## src/rtl/controller_pkg.sv

```systemverilog
// ---------------------------------------------------------------------------
// controller_pkg
// Shared defaults for the controller FIFO family (stack and unstack variants).
//   CTRL_FIFO_ABITS  : log2 of storage depth in items
//   CTRL_FIFO_DBITS  : width of one item
//   CTRL_FIFO_WR_PKT : items written per write (power of two, <= depth)
// ---------------------------------------------------------------------------
package controller_pkg;

    localparam int CTRL_FIFO_ABITS  = 4;
    localparam int CTRL_FIFO_DBITS  = 2;
    localparam int CTRL_FIFO_WR_PKT = 4;

endpackage

```

## src/rtl/controller_fifo_ram.sv

```systemverilog
// ---------------------------------------------------------------------------
// controller_fifo_ram
// Storage for controller_fifo_unstack. Organised as rows of wr_pkt items so a
// whole write block lands in one row; reads fetch a row and select one item.
// Ports:
//   clk    : clock
//   we     : write enable for one wr_pkt-item block
//   waddr  : item address of the block (always a multiple of wr_pkt)
//   wdata  : block data, item 0 in the lowest slice
//   re     : read enable; rdata updates only when re=1, otherwise holds
//   raddr  : item address to read
//   rdata  : registered item read data
// Contents are not reset.
// ---------------------------------------------------------------------------
module controller_fifo_ram
    import controller_pkg::*;
#(
    parameter int abits  = CTRL_FIFO_ABITS,
    parameter int dbits  = CTRL_FIFO_DBITS,
    parameter int wr_pkt = CTRL_FIFO_WR_PKT
) (
    input  logic                    clk,
    input  logic                    we,
    input  logic [abits-1:0]        waddr,
    input  logic [dbits*wr_pkt-1:0] wdata,
    input  logic                    re,
    input  logic [abits-1:0]        raddr,
    output logic [dbits-1:0]        rdata
);

    localparam int pbits = $clog2(wr_pkt);
    localparam int obits = (pbits > 0) ? pbits : 1;
    localparam int rows  = (2 ** abits) / wr_pkt;
    localparam int rbits = (rows > 1) ? $clog2(rows) : 1;

    logic [dbits*wr_pkt-1:0] mem [rows];
    logic [dbits*wr_pkt-1:0] row_q;
    logic [obits-1:0]        off_q;
    logic [rbits-1:0]        wrow;
    logic [rbits-1:0]        rrow;
    logic [obits-1:0]        roff;
    logic [dbits-1:0]        row_items [wr_pkt];

    // Row index is the item address with the in-block offset dropped.
    assign wrow = rbits'(waddr >> pbits);
    assign rrow = rbits'(raddr >> pbits);
    assign roff = obits'(raddr & abits'(wr_pkt - 1));

    // Read-first row access; the offset is registered alongside the row so
    // the item select stays consistent with the fetched row.
    always_ff @(posedge clk) begin
        if (we) begin
            mem[wrow] <= wdata;
        end
        if (re) begin
            row_q <= mem[rrow];
            off_q <= roff;
        end
    end

    for (genvar gi = 0; gi < wr_pkt; gi++) begin : g_item
        assign row_items[gi] = row_q[gi*dbits +: dbits];
    end

    assign rdata = row_items[off_q];

endmodule

```

## src/rtl/controller_fifo_unstack.sv

```systemverilog
// ---------------------------------------------------------------------------
// controller_fifo_unstack
// FIFO that accepts wr_pkt-item blocks and returns them one item at a time,
// lowest slice of each block first.
// Ports:
//   clk       : clock, all state changes on rising edge
//   reset_n   : asynchronous active-low reset
//   wr        : write one block (ignored while full)
//   rd        : read one item (ignored while empty)
//   din       : write block, slice [dbits-1:0] leaves first
//   dout      : last item read, registered, holds between reads
//   empty     : count == 0
//   full      : free space < wr_pkt
//   count     : items stored
//   overflow  : one-cycle pulse after a write attempted while full
//   underflow : one-cycle pulse after a read attempted while empty
// ---------------------------------------------------------------------------
module controller_fifo_unstack
    import controller_pkg::*;
#(
    parameter int abits  = CTRL_FIFO_ABITS,
    parameter int dbits  = CTRL_FIFO_DBITS,
    parameter int wr_pkt = CTRL_FIFO_WR_PKT
) (
    input  logic                    clk,
    input  logic                    reset_n,
    input  logic                    wr,
    input  logic                    rd,
    input  logic [dbits*wr_pkt-1:0] din,
    output logic [dbits-1:0]        dout,
    output logic                    empty,
    output logic                    full,
    output logic [abits:0]          count,
    output logic                    overflow,
    output logic                    underflow
);

    localparam int depth = 2 ** abits;
    // full when depth - count < wr_pkt, i.e. count >= depth - wr_pkt + 1
    localparam logic [abits:0]   full_at = (abits+1)'(depth - wr_pkt + 1);
    localparam logic [abits:0]   pkt_cnt = (abits+1)'(wr_pkt);
    // Truncation gives the modulo-depth step (0 when wr_pkt == depth).
    localparam logic [abits-1:0] pkt_ptr = abits'(wr_pkt);

    logic [abits-1:0] wptr_q, wptr_d;
    logic [abits-1:0] rptr_q, rptr_d;
    logic [abits:0]   count_q, count_d;
    logic             dout_valid_q, dout_valid_d;
    logic             overflow_q, overflow_d;
    logic             underflow_q, underflow_d;

    logic             wr_ok;
    logic             rd_ok;
    logic [dbits-1:0] ram_rdata;

    // Acceptance is judged purely from registered state, so a read in the
    // same cycle as the first write into an empty FIFO is rejected.
    assign empty = (count_q == '0);
    assign full  = (count_q >= full_at);
    assign wr_ok = wr && !full;
    assign rd_ok = rd && !empty;

    always_comb begin
        wptr_d       = wptr_q;
        rptr_d       = rptr_q;
        count_d      = count_q;
        dout_valid_d = dout_valid_q;
        overflow_d   = wr && full;
        underflow_d  = rd && empty;

        if (wr_ok) begin
            wptr_d = wptr_q + pkt_ptr;
        end
        if (rd_ok) begin
            rptr_d       = rptr_q + 1'b1;
            dout_valid_d = 1'b1;
        end
        count_d = count_q + (wr_ok ? pkt_cnt : '0) - (rd_ok ? (abits+1)'(1) : '0);
    end

    always_ff @(posedge clk or negedge reset_n) begin
        if (!reset_n) begin
            wptr_q       <= '0;
            rptr_q       <= '0;
            count_q      <= '0;
            dout_valid_q <= 1'b0;
            overflow_q   <= 1'b0;
            underflow_q  <= 1'b0;
        end else begin
            wptr_q       <= wptr_d;
            rptr_q       <= rptr_d;
            count_q      <= count_d;
            dout_valid_q <= dout_valid_d;
            overflow_q   <= overflow_d;
            underflow_q  <= underflow_d;
        end
    end

    controller_fifo_ram #(
        .abits  (abits),
        .dbits  (dbits),
        .wr_pkt (wr_pkt)
    ) u_ram (
        .clk   (clk),
        .we    (wr_ok),
        .waddr (wptr_q),
        .wdata (din),
        .re    (rd_ok),
        .raddr (rptr_q),
        .rdata (ram_rdata)
    );

    // The RAM read register cannot be reset, so dout is forced to zero until
    // the first accepted read after reset; afterwards the RAM register holds
    // the last popped item because it only loads on accepted reads.
    assign dout      = dout_valid_q ? ram_rdata : '0;
    assign count     = count_q;
    assign overflow  = overflow_q;
    assign underflow = underflow_q;

endmodule
```

## config.mk

```make
export PLATFORM = sky130hd
export DESIGN_NAME = controller_fifo_unstack
export DESIGN_NICKNAME = d
export VERILOG_FILES = /design/src/rtl/controller_pkg.sv /design/src/rtl/controller_fifo_ram.sv /design/src/rtl/controller_fifo_unstack.sv
export SDC_FILE = /design/constraint.sdc
export NUM_CORES = 1
export LEC_CHECK = 0
export ABC_AREA = 1
export CAP_MARGIN = 20
export CORE_ASPECT_RATIO = 1.5
export CORE_UTILIZATION = 56
export CTS_CLUSTER_DIAMETER = 60
export DETAILED_ROUTE_END_ITERATION = 10
export PLACE_DENSITY = 0.82
export SYNTH_ARGS = -nofsm -noshare
export SYNTH_HDL_FRONTEND = slang
export SYNTH_SLANG_ARGS = --single-unit
export TNS_END_PERCENT = 10
```

## constraint.sdc

```tcl
create_clock -name clk -period 2.1 [get_ports clk]
set_input_delay 0.315 -clock clk [delete_from_list [all_inputs] [get_ports clk]]
set_output_delay 0.315 -clock clk [all_outputs]
set_load 0.05 [all_outputs]
```

==> results of run 1 <==
[per-stage QoR]
stage	instances	worst slack (ps)	hold WS [ps]
after floorplan	192	9.861	19.41
after global placement	262	123.6	473.9
after detailed placement	262	109.1	476.1
after CTS	270	99.01	419.2
after global routing	274	33.47	465.5
final	274	158.6	392.6
[layout make-up]
type / instances / area [sq um]
inverter: 25 / 93.84
clock inverter: 3 / 22.52
fill: 270 / 1186
sequential: 56 / 1618
multi-input combinational: 107 / 678.2
timing repair buffer: 33 / 305.3
clock buffer: 5 / 68.82
tap: 45 / 56.30
[power breakdown]
part	total (mW)	internal, mW	switching [mW]	leakage (nW)
registers	1.73	1.53	0.194	0.551
clock network	0.581	0.239	0.342	0.0485
logic	1.78	0.680	1.10	0.552
[sequential cells by signal, indices dropped and copies added (netlist names)]
| register | flops |
|---|---|
| wptr_q | 2 |
| u_ram.off_q | 2 |
| rptr_q | 4 |
| underflow | 1 |
| count | 5 |
| overflow | 1 |
| u_ram.mem | 32 |
| u_ram.row_q | 8 |
| dout_valid_q | 1 |
[worst max-delay path, stage by stage, from the launching register on]
cell and delay [ps]:
dfrtp_2 470, nor2_4 150, nand4_2 140, nand2_4 130, inv_2 40, ha_1 160, inv_1 60, ha_1 200
fa_2 460
[cell families (layout without fill, tap and decap cells)]
family                   count (synthesis)  in the layout  share of synthesized area
AND/OR/NAND/NOR                         59             59                     0.1196
flip-flops                              56             56                     0.6758
AO/OA/AOI/OAI                           32             32                    0.07135
buffers and inverters                   29             66                    0.05246
adder cells (fa/ha/maj)                 12             12                    0.06611
XOR/XNOR                                 4              4                    0.01469
[worst max path at each step]
stage                  start       end
floorplan           count[4]  count[4]
global placement          rd  count[3]
detailed placement        rd  count[3]
CTS                 count[4]  count[4]
global route        count[3]  count[4]
finish              count[1]  count[2]
[Yosys cell counts, drive strengths merged]
| library cell | n |
|---|---|
| edfxtp | 42 |
| nor2 | 32 |
| inv | 25 |
| o21ai | 21 |
| nand2 | 20 |
| dfrtp | 14 |
| ha | 11 |
| o22ai | 8 |
| buf | 4 |
| nand4 | 4 |
| a21oi | 3 |
| nand3 | 3 |
| xor2 | 3 |
| fa | 1 |
| xnor2 | 1 |
[timing repair]
item	in CTS	in global routing
hold buffers	0	0
setup endpoints to repair	0	1
setup buffers	0	4
[per-layer routing]
metal | share of wire | GRT usage
met2 | 0.56 | 0.3663
met5 | 0 | 0
met4 | 0.016 | 0.07500
met1 | 0.40 | 0.2231
met3 | 0.023 | 0.04724
==> results.ini, run 1 <==
[run_status]
status = complete, no violations

[worst_setup_path]
end_kind = flop
r2r_slack_ps = 160
worstPathArrival_ps = 2130
critPathLaunchType = flop
worst-path-max-fanout = 7
reg2reg_depth = 8
crit_type = flop to flop
worstReg2RegStart = count[1]
r2r-end = count[2]
worst-endpoint-required_ps = 2290

[detailed_routing]
vias = 1434
viasPerCell = 5.234
wl_mm = 3.943
ant_nets = 0
remaining_drc_errors = 0
routedWlPerCell_microns = 14.39
drtIter0Drc = 22
dr.pass1.iters = 4

[sta]
slew_viol_final = 0
skew_ps = 4.980
tightestPinTransition_ps = 636.4
setup_viol = 0
fin_crit_sh = 0.9245
fmax_ghz = 0.5151
rsz0062_at_grt = no
relSlewSlack = 0.5744
fin_tns_setup_ps = 0
hold_violations = 0
finalCriticalPeriod_ps = 1941

[logic_synthesis]
ys_warn_count = 0
synth_cell_type_count = 24
syn_area_sq_um = 2385
synth.top_cell.area_share = 0.5289
synth_nets = 216
synth-seq-cells = 56
yosysTopAreaCell = edfxtp_1
syn_inst = 192
syn_avg_cell_area_sq_um = 12.42
synth_area_leaders = edfxtp_1, dfrtp_1, ha_1
ys_seq_area_frac = 0.6758

[global_route]
grt_max_degree = 20
first_global_vias = 1394
grt_overflow = 0
grt_pass1_wl_mm = 6.596
antenna_found_initial = 0
track_usage = 0.1985

[pwr]
max-vdd-ir-drop_v = 0.001478
p_leak_nw = 1.152
powerDensity_nw_per_um2 = 1437
p_total_mw = 4.084

[die]
start_util = 0.5919
die_h_microns = 81.93
core_sq_um = 4029
rows = 28
die_width_microns = 55.28
io_pins = 23
die_area_sq_um = 4529

[clock_tree]
clk_pin_slew_ps = 90
clockBufferDepth = 2
h-tree-depth = 2
cts-resized-gates = 0
clk-insertion-delay-late_ps = 310
numCtsBuffers = 5
cts_tree = done
clkSinkCount = 56
root_buffer = clkbuf_8

[placed_design]
hpwl_mm = 2.803
place_congestion = 0.7655
placed_area_sq_um = 2721
place.port_buffers = 22

[layout]
synthToLayoutAreaGrowth_pct = 19.20
layout.nets = 252
stdcell_area_sq_um = 2843
antenna_cells = 0
utilization = 0.7056
layout_commonest_cell = edfxtp_1
final_cell_mix = edfxtp_1, nor2_1, inv_1, o21ai_0
drive_gt1_frac = 0.1878

[min_path]
hold_class = primary input to asynchronous set/reset pin

[job]
cap_violations = 0

No activity file was read; power rests on OpenSTA's default activity.
==> run 2, diff against run 1 <==
--- a/config.mk
+++ b/config.mk
@@ -11,6 +11,8 @@
 export CORE_UTILIZATION = 56
 export CTS_CLUSTER_DIAMETER = 60
 export DETAILED_ROUTE_END_ITERATION = 10
+export GPL_ROUTABILITY_DRIVEN = 1
+export MAX_ROUTING_LAYER = met4
 export PLACE_DENSITY = 0.82
 export SYNTH_ARGS = -nofsm -noshare
 export SYNTH_HDL_FRONTEND = slang
==> run 2 against run 1 <==
Net effect:
- sequential share of layout area stayed put
- clock-buffer cell count stayed put
- via count is 0.28% higher
- largest cell class unchanged
- largest power group unchanged
==> results.ini, run 2 (same netlist as run 1, synthesis figures left out) <==
[run_status]
status = complete, no violations

[layout]
stdcell_count = 274  ; unchanged
largest_reg_flops = 32  ; unchanged
layout.nets = 252  ; unchanged
n_fill_cell = 270  ; unchanged
regMostFlops = u_ram.mem
synthToLayoutAreaGrowth_pct = 19.20  ; unchanged
drive_gt1_frac = 0.1878  ; unchanged
final_cell_mix = edfxtp_1, nor2_1, inv_1, o21ai_0
stdcell_area_sq_um = 2843  ; unchanged
layout_commonest_cell = edfxtp_1
antenna_cells = 0  ; unchanged

[die]
io_pins = 23  ; unchanged
core_sq_um = 4029  ; unchanged
die_area_sq_um = 4529  ; unchanged
start_util = 0.5919  ; unchanged
die_h_microns = 81.93  ; unchanged
rows = 28  ; unchanged
die_width_microns = 55.28  ; unchanged

[detailed_routing]
remaining_drc_errors = 0  ; unchanged
routedWlPerCell_microns = 14.43  ; +0.25%
vias = 1438  ; +0.28%
dr.pass1.iters = 4  ; unchanged
drtIter0Drc = 24  ; +9.1%
ant_nets = 0  ; unchanged
viasPerCell = 5.248  ; +0.28%
wl_mm = 3.953  ; +0.25%

[clock_tree]
h-tree-depth = 2  ; unchanged
clkSinkCount = 56  ; unchanged
clk-insertion-delay-late_ps = 310  ; about the same
cts-resized-gates = 0  ; unchanged
clk_pin_slew_ps = 90  ; about the same
postCtsHoldBufs = 0  ; unchanged
root_buffer = clkbuf_8
cts_tree = done
clockBufferDepth = 2  ; unchanged
post_cts_buffers = 0  ; unchanged
numCtsBuffers = 5  ; unchanged

[worst_setup_path]
worstPathArrival_ps = 2130  ; about the same
max_stage_delay_ps = 470  ; about the same
crit_chain = nor2_4 -> nand4_2 -> nand2_4 -> inv_2 -> ha_1 -> inv_1 -> ha_1 -> fa_2
cp_slowest_cell = dfrtp_2
crit_buf_inv = 2  ; unchanged
worst-path-max-fanout = 7  ; unchanged
crit_type = flop to flop
critPathTopFamily = adder cells
end_kind = flop
worst-endpoint-required_ps = 2290  ; about the same
critPathLaunchType = flop
crit_path_frequent_cell = ha_1

[placed_design]
placed_area_sq_um = 2721  ; unchanged
hpwl_mm = 2.803  ; unchanged
place_inst = 262  ; unchanged
dpl_worst_slack_ps = 109.1  ; unchanged
place_congestion = 0.7757  ; +1.3%
place.port_buffers = 22  ; unchanged

[pwr]
powerDensity_nw_per_um2 = 1437  ; about the same
max-vdd-ir-drop_v = 0.001478  ; about the same
p_leak_nw = 1.152  ; unchanged

[global_route]
grt_max_degree = 20  ; unchanged
track_usage = 0.2044  ; +0.005969
antenna_found_initial = 0  ; unchanged
grt_pass1_wl_mm = 6.596  ; unchanged
grt_overflow = 0  ; unchanged
first_global_vias = 1394  ; unchanged

[min_path]
hold_class = primary input to asynchronous set/reset pin

[sta]
rsz0062_at_grt = no
fin_crit_sh = 0.9241  ; about the same
slew_viol_final = 0  ; unchanged
setup_slack_ps = 159.3  ; +0.6730 ps
setup_viol = 0  ; unchanged
tightestPinTransition_ps = 636.4  ; unchanged
finalCriticalPeriod_ps = 1941  ; -0.6730 ps
skew_ps = 4.138  ; -0.8421 ps
relSlewSlack = 0.5744  ; unchanged
hold_violations = 0  ; unchanged
fmax_ghz = 0.5153  ; about the same
fin_tns_setup_ps = 0  ; unchanged

[job]
cap_violations = 0  ; unchanged

-- run 2: cell counts in the layout (fill, tap and decap cells not counted) --
Identical to the previous run, type by type.
-- run 2: report_power, final --
part / switching (mW) / leakage, nW / internal [mW]
clock network: 0.342 / 0.0485 / 0.239
logic: 1.10 / 0.552 / 0.680
registers: 0.194 / 0.551 / 1.53
-- run 2: per-layer routing --
| metal | track usage | up-vias | routed length [microns] |
|---|---|---|---|
| met5 | - | - | 0 |
| met4 | 0.07500 | 0 | 68 |
| met3 | 0.04724 | 6 | 109 |
| met2 | 0.3663 | 20 | 2170 |
| met1 | 0.2231 | 688 | 1603 |
| li1 | - | 724 | - |
-- run 2: per-stage QoR --
step | hold WS (ps) | utilization | power (mW)
floorplan | 19.41 | - | 2.951
global placement | 473.9 | 0.6755 | 3.415
detailed placement | 476.1 | 0.6755 | 3.489
CTS | 419.2 | 0.6981 | 4.064
global route | 465.5 | 0.7056 | 4.385
finish | 392.2 | 0.7056 | 4.086
-- run 2: worst paths after layout --
check	endpoint	slack, ps	start	cells past startpoint
min	underflow	390	reset_n	1
min in group clk	dout_valid_q	490	dout_valid_q	2
max	count[2]	160	count[1]	8
min reg2reg	dout_valid_q	490	dout_valid_q	2
max in group asynchronous	count[1]	1260	reset_n	1
max reg2reg	count[2]	160	count[1]	8
-- run 2: worst reg2reg max path, stage by stage (launching register included) --
cell	delay, ps
dfrtp_2	470
nor2_4	150
nand4_2	140
nand2_4	130
inv_2	40
ha_1	160
inv_1	60
ha_1	200
fa_2	460
-- run 2: area by class of cell --
| type | instances | area (sq um) | area share |
|---|---|---|---|
| clock buffer | 5 | 68.82 | 0.02421 |
| clock inverter | 3 | 22.52 | 0.007923 |
| inverter | 25 | 93.84 | 0.03301 |
| tap | 45 | 56.30 | 0.01981 |
| multi-input combinational | 107 | 678.2 | 0.2386 |
| sequential | 56 | 1618 | 0.5691 |
| timing repair buffer | 33 | 305.3 | 0.1074 |
